## src/rtl/var_delay_line_if.sv

```systemverilog
// Stream interface for var_delay_line: control and sample inputs from the producer, delayed sample back out.
// The producer drives the master side; the delay line sits on the slave side.
interface var_delay_line_if #(
  parameter int WIDTH   = 8,
  parameter int DELAY_W = 4
);
  logic               en;
  logic               clear;
  logic [DELAY_W-1:0] delay;
  logic [WIDTH-1:0]   d;
  logic               d_valid;
  logic [WIDTH-1:0]   q;
  logic               q_valid;

  modport master (
    output en, clear, delay, d, d_valid,
    input  q, q_valid
  );

  modport slave (
    input  en, clear, delay, d, d_valid,
    output q, q_valid
  );
endinterface

```

## src/rtl/var_delay_line.sv

```systemverilog
// Run-time selectable delay line: MAX_DEPTH shift stages with per-sample valid, stall and flush.
// The output is a combinational tap select on the stage registers, so d never reaches q within a cycle.
module var_delay_line #(
  parameter int WIDTH     = 8,
  parameter int MAX_DEPTH = 8,
  parameter int DELAY_W   = 4
) (
  input  logic              clk,
  input  logic              rst_n,
  var_delay_line_if.slave   io
);

  if (WIDTH < 1) begin : g_bad_width
    $error("var_delay_line: WIDTH must be at least 1");
  end
  if (MAX_DEPTH < 1) begin : g_bad_depth
    $error("var_delay_line: MAX_DEPTH must be at least 1");
  end
  if ((2 ** DELAY_W) <= MAX_DEPTH) begin : g_bad_delay_w
    $error("var_delay_line: 2**DELAY_W must exceed MAX_DEPTH");
  end

  localparam logic [DELAY_W-1:0] MAX_DELAY = DELAY_W'(MAX_DEPTH);
  localparam logic [DELAY_W-1:0] MAX_SEL   = DELAY_W'(MAX_DEPTH - 1);

  // Element 0 is the newest stage; element k holds the sample from k+1 accepted edges ago.
  logic [MAX_DEPTH-1:0][WIDTH-1:0] stage_data;
  logic [MAX_DEPTH-1:0]            stage_valid;

  logic [DELAY_W-1:0] tap_sel;
  logic [WIDTH-1:0]   tap_data;
  logic               tap_valid;

  always_ff @(posedge clk or negedge rst_n) begin
    if (!rst_n) begin
      stage_data  <= '0;
      stage_valid <= '0;
    end else if (io.clear) begin
      stage_data  <= '0;
      stage_valid <= '0;
    end else if (io.en) begin
      stage_data[0]  <= io.d;
      stage_valid[0] <= io.d_valid;
      for (int k = 1; k < MAX_DEPTH; k++) begin
        stage_data[k]  <= stage_data[k-1];
        stage_valid[k] <= stage_valid[k-1];
      end
    end
  end

  // A zero delay still means one register of latency; anything past the last stage clamps to it.
  always_comb begin
    tap_sel = '0;
    if (io.delay == '0) begin
      tap_sel = '0;
    end else if (io.delay > MAX_DELAY) begin
      tap_sel = MAX_SEL;
    end else begin
      tap_sel = io.delay - DELAY_W'(1);
    end
  end

  always_comb begin
    tap_data  = '0;
    tap_valid = 1'b0;
    for (int k = 0; k < MAX_DEPTH; k++) begin
      if (tap_sel == DELAY_W'(k)) begin
        tap_data  = stage_data[k];
        tap_valid = stage_valid[k];
      end
    end
  end

  assign io.q       = tap_data;
  assign io.q_valid = tap_valid;

endmodule

```

## src/flat_wrapper.sv

```systemverilog
// flat-port wrapper written by rule: the top's interface ports become plain ports
module var_delay_line_flat 
#(
  parameter int WIDTH     = 8,
  parameter int MAX_DEPTH = 8,
  parameter int DELAY_W   = 4
)
  (clk, rst_n, io_en, io_clear, io_delay, io_d, io_d_valid, io_q, io_q_valid);
  var_delay_line_if #(.WIDTH(WIDTH), .DELAY_W(DELAY_W)) io_i ();
  input  logic clk;
  input  logic rst_n;
  input wire logic [$bits(io_i.en)-1:0] io_en;
  input wire logic [$bits(io_i.clear)-1:0] io_clear;
  input wire logic [$bits(io_i.delay)-1:0] io_delay;
  input wire logic [$bits(io_i.d)-1:0] io_d;
  input wire logic [$bits(io_i.d_valid)-1:0] io_d_valid;
  output wire logic [$bits(io_i.q)-1:0] io_q;
  output wire logic [$bits(io_i.q_valid)-1:0] io_q_valid;
  assign io_i.en = io_en;
  assign io_i.clear = io_clear;
  assign io_i.delay = io_delay;
  assign io_i.d = io_d;
  assign io_i.d_valid = io_d_valid;
  assign io_q = io_i.q;
  assign io_q_valid = io_i.q_valid;
  var_delay_line #(.WIDTH(WIDTH), .MAX_DEPTH(MAX_DEPTH), .DELAY_W(DELAY_W)) u_core (.clk(clk), .rst_n(rst_n), .io(io_i));
endmodule
```

## config.mk

```make
export PLATFORM = sky130hd
export DESIGN_NAME = var_delay_line_flat
export DESIGN_NICKNAME = d
export VERILOG_FILES = /design/src/rtl/var_delay_line_if.sv /design/src/rtl/var_delay_line.sv /design/src/flat_wrapper.sv
export SDC_FILE = /design/constraint.sdc
export NUM_CORES = 1
export LEC_CHECK = 0
export BUFFER_PORTS_ARGS = -buffer_cell sky130_fd_sc_hd__buf_2
export CORE_AREA = 10 10 91 132
export DETAILED_ROUTE_END_ITERATION = 16
export DIE_AREA = 0 0 101 142
export HOLD_SLACK_MARGIN = 0.15
export PLACE_DENSITY_LB_ADDON = 0.1
export SLEW_MARGIN = 25
export SYNTH_ARGS = -nofsm -noshare
export SYNTH_HDL_FRONTEND = slang
export SYNTH_SLANG_ARGS = --single-unit
```

## constraint.sdc

```tcl
create_clock -name clk -period 2.36 [get_ports clk]
set_input_delay 0.354 -clock clk [delete_from_list [all_inputs] [get_ports clk]]
set_output_delay 0.354 -clock clk [all_outputs]
set_load 0.005 [all_outputs]
```

==> impl_metrics.env <==
export IMPL_die_area_sq_um=14300
export IMPL_maxCapViolCount=0
export IMPL_syn_inst=342
export IMPL_drive_gt1_share_pct=25.8
export IMPL_wl_um=8900
export IMPL_status="complete, no violations"
export IMPL_vias_per_cell=5.41
export IMPL_max_slew_margin_rel_pct=62.3
export IMPL_crit_fanout=6
export IMPL_synth_edff_count=0
export IMPL_drt_iter0_drc=153
export IMPL_peakVddDrop_mv=0.407
export IMPL_p_total_mw=2.97
export IMPL_cts_buffer_depth=2
export IMPL_async_flop_share_pct=100
export IMPL_leakage_nw=2.25
export IMPL_startpoint_type="primary input"
export IMPL_clock_fmax_mhz=437
export IMPL_ios=26
export IMPL_power_density_nw_per_um2=658
export IMPL_worst_ep_arrival_time_ns=1.94
export IMPL_cp_data_required_time_ns=2.01
export IMPL_grt_busiest_layer="met2"
export IMPL_multiInputGateArea_sq_um=1840
export IMPL_clkTransAtPathRegs_ns=0.06
export IMPL_critPathCaptureType="output pin"
export IMPL_grt_util_met2_pct=20.0
export IMPL_grt_pass1_vias=2733
export IMPL_htreeDepth=3
export IMPL_portBuffers=25
export IMPL_synth_nets=360
export IMPL_die_w_um=101
export IMPL_syn_avg_cell_area_sq_um=11.0
export IMPL_antenna_found_initial=0
export IMPL_period_needed_ns=2.29
export IMPL_coreArea_sq_um=9630
export IMPL_path_class="in2out"
export IMPL_skew_ns=0.00472
export IMPL_wl_per_cell_um=17.7
export IMPL_grt_overflow=0
export IMPL_start_util_pct=39.0
export IMPL_num_fill_cells=881
export IMPL_detailed_place_hpwl_um=6160
export IMPL_worstMarginPinSlew_ns=0.565
export IMPL_ys_seq_elements=72
export IMPL_num_vias=2722
export IMPL_worstHoldPathType="in2reg"
export IMPL_drc=0
export IMPL_netlist_cell_type_count=43
export IMPL_grt_max_degree=46
export IMPL_cts_root_buf="clkbuf_16"
export IMPL_gp_congestion=0.767
export IMPL_ys_warn_count=0
export IMPL_ys_seq_area_share_pct=47.9
export IMPL_insertion_delay_ns=0.33
export IMPL_hold_viol=0
export IMPL_syn2layout_area_growth_pct=20.2
export IMPL_timing_final_crit_share_pct=97.0
export IMPL_ant_nets=0
export IMPL_rows=44
export IMPL_num_antenna_cells=0
export IMPL_drtPass1Iterations=4
export IMPL_layout_nets=401
export IMPL_synth_area_sq_um=3760
export IMPL_grt_usage_pct=13.1
export IMPL_synth_flop_cell="dfrtp_1"
export IMPL_met3_usage_pct=2.87
export IMPL_die_y_um=142
export IMPL_seqCellArea_sq_um=1800
export IMPL_tns_ns=0
export IMPL_clock_sinks=72
export IMPL_cts_buffers=9
export IMPL_setup_violations=0
export IMPL_grt_first_pass_wirelength_um=15000
export IMPL_grt_use_met1_pct=17.6
export IMPL_slew_violations=0
export IMPL_cts_tree="done"
cell families after synthesis:
kind of cell	synth area share (%)
AND/OR/NAND/NOR	13.2
AO/OA/AOI/OAI	15.2
adder cells (fa/ha/maj)	0.333
multiplexers	19.4
buffers and inverters	3.96
flip-flops	47.9
report_power, final:
group	switching [mW]	total [mW]	internal, mW
registers	0.0176	1.27	1.25
logic	0.208	0.385	0.176
clock network	0.517	1.32	0.801
per-layer routing:
layer	up-vias	share of wire, %
met4	0	1.3
met3	12	4.1
li1	1317	-
met1	1337	47
met2	56	48
met5	-	0
path summary, 6_finish.rpt:
kind                                       start                    end  slack (ns)  cells after the start
setup / recovery                     io_delay[1]                io_q[1]        0.07                      9
hold / removal                           io_d[5]   u_core.stage_data[5]        0.26                      3
setup reg to reg           u_core.stage_valid[0]  u_core.stage_valid[1]        1.57                      2
hold reg to reg            u_core.stage_valid[7]  u_core.stage_valid[7]        0.52                      2
max in group asynchronous                  rst_n  u_core.stage_data[17]        1.25                      3
min in group asynchronous                  rst_n  u_core.stage_valid[6]        0.54                      2
through the flow:
stage / instances / worst slack (ns) / hold WS, ns / utilization [%] / instance area, sq um
6_report: 503 / 0.0706 / 0.261 / 46.9 / 4520
5_1_grt: 503 / -0.00280 / 0.277 / 46.9 / 4520
4_1_cts: 502 / 0.0330 / 0.256 / 46.6 / 4490
3_5_place_dp: 484 / -0.0922 / 0.382 / 43.1 / 4160
3_3_place_gp: 484 / -0.0843 / 0.377 / 43.1 / 4160
2_1_floorplan: 342 / 0.179 / 0.0584 / - / 3760
layout make-up:
| type | instances | area share (%) |
|---|---|---|
| clock buffers | 13 | 5.98 |
| inverters | 3 | 0.360 |
| repair buffers | 53 | 9.25 |
| clock inverters | 3 | 0.554 |
| multi-input cells | 244 | 40.8 |
| well taps | 115 | 3.18 |
| flip-flops and latches | 72 | 39.9 |
worst max-delay path, stage by stage:
cell,delay (ns)
buf_6,0.10
inv_4,0.05
ha_4,0.15
and2b_4,0.21
or4_4,0.59
nor2_2,0.10
a211o_1,0.12
o211ai_2,0.10
buf_2,0.16
cell usage in the layout (no fill, tap or decap), drive strengths merged:
master and count:
ha 1, clkbuf 13, o21ai 2, dlygate4sd3 1
a221oi 8, o211ai 2, o221ai 8, a211oi 1
dfrtp 72, a31oi 8, a21boi 1, nor2 77
nor3b 1, clkinv 2, nor2b 1, mux2i 73
nand2 13, or2b 6, nor3 1, a211o 2
or4 2, a22o 8, inv 3, and2b 2
clkinvlp 1, and3 1, a21o 8, o211a 1
o22ai 8, and2 2, buf 52, a222oi 1
nand2b 5, o2bb2ai 1
registers in the layout, indices dropped and copies added, names as in the netlist:
register and count:
u_core.stage_data 64, u_core.stage_valid 8
synthesized netlist by cell type, drive strengths merged, types with 2 or more instances:
master  count  area (sq um)
or2b        6          45.0
dfrtp      72          1800
a221oi      8          70.1
and2b       2          17.5
o22ai       8          50.1
nor2       77           294
and2        2          13.8
mux2i      73           731
nand2b      5          31.3
a211o       2          17.5
a22o        8          70.1
inv         3          11.3
clkbuf      9          33.8
a21o        8          60.1
o221ai      8           120
o21ai       2          13.8
a31oi       8          87.6
o211ai      2          25.0
buf        13          81.3
nand2      13          56.3
repair_timing:
| action | in CTS | in global routing |
|---|---|---|
| setup buffers | 0 | 1 |
| setup endpoints to repair | 9 | 6 |
| gates resized for setup | 6 | 6 |
| pin swaps | 2 | 0 |
| hold endpoints to repair | 39 | 0 |
| hold buffers | 1 | 0 |
| cloned | 1 | 0 |
(Power assumes the default switching activity.)
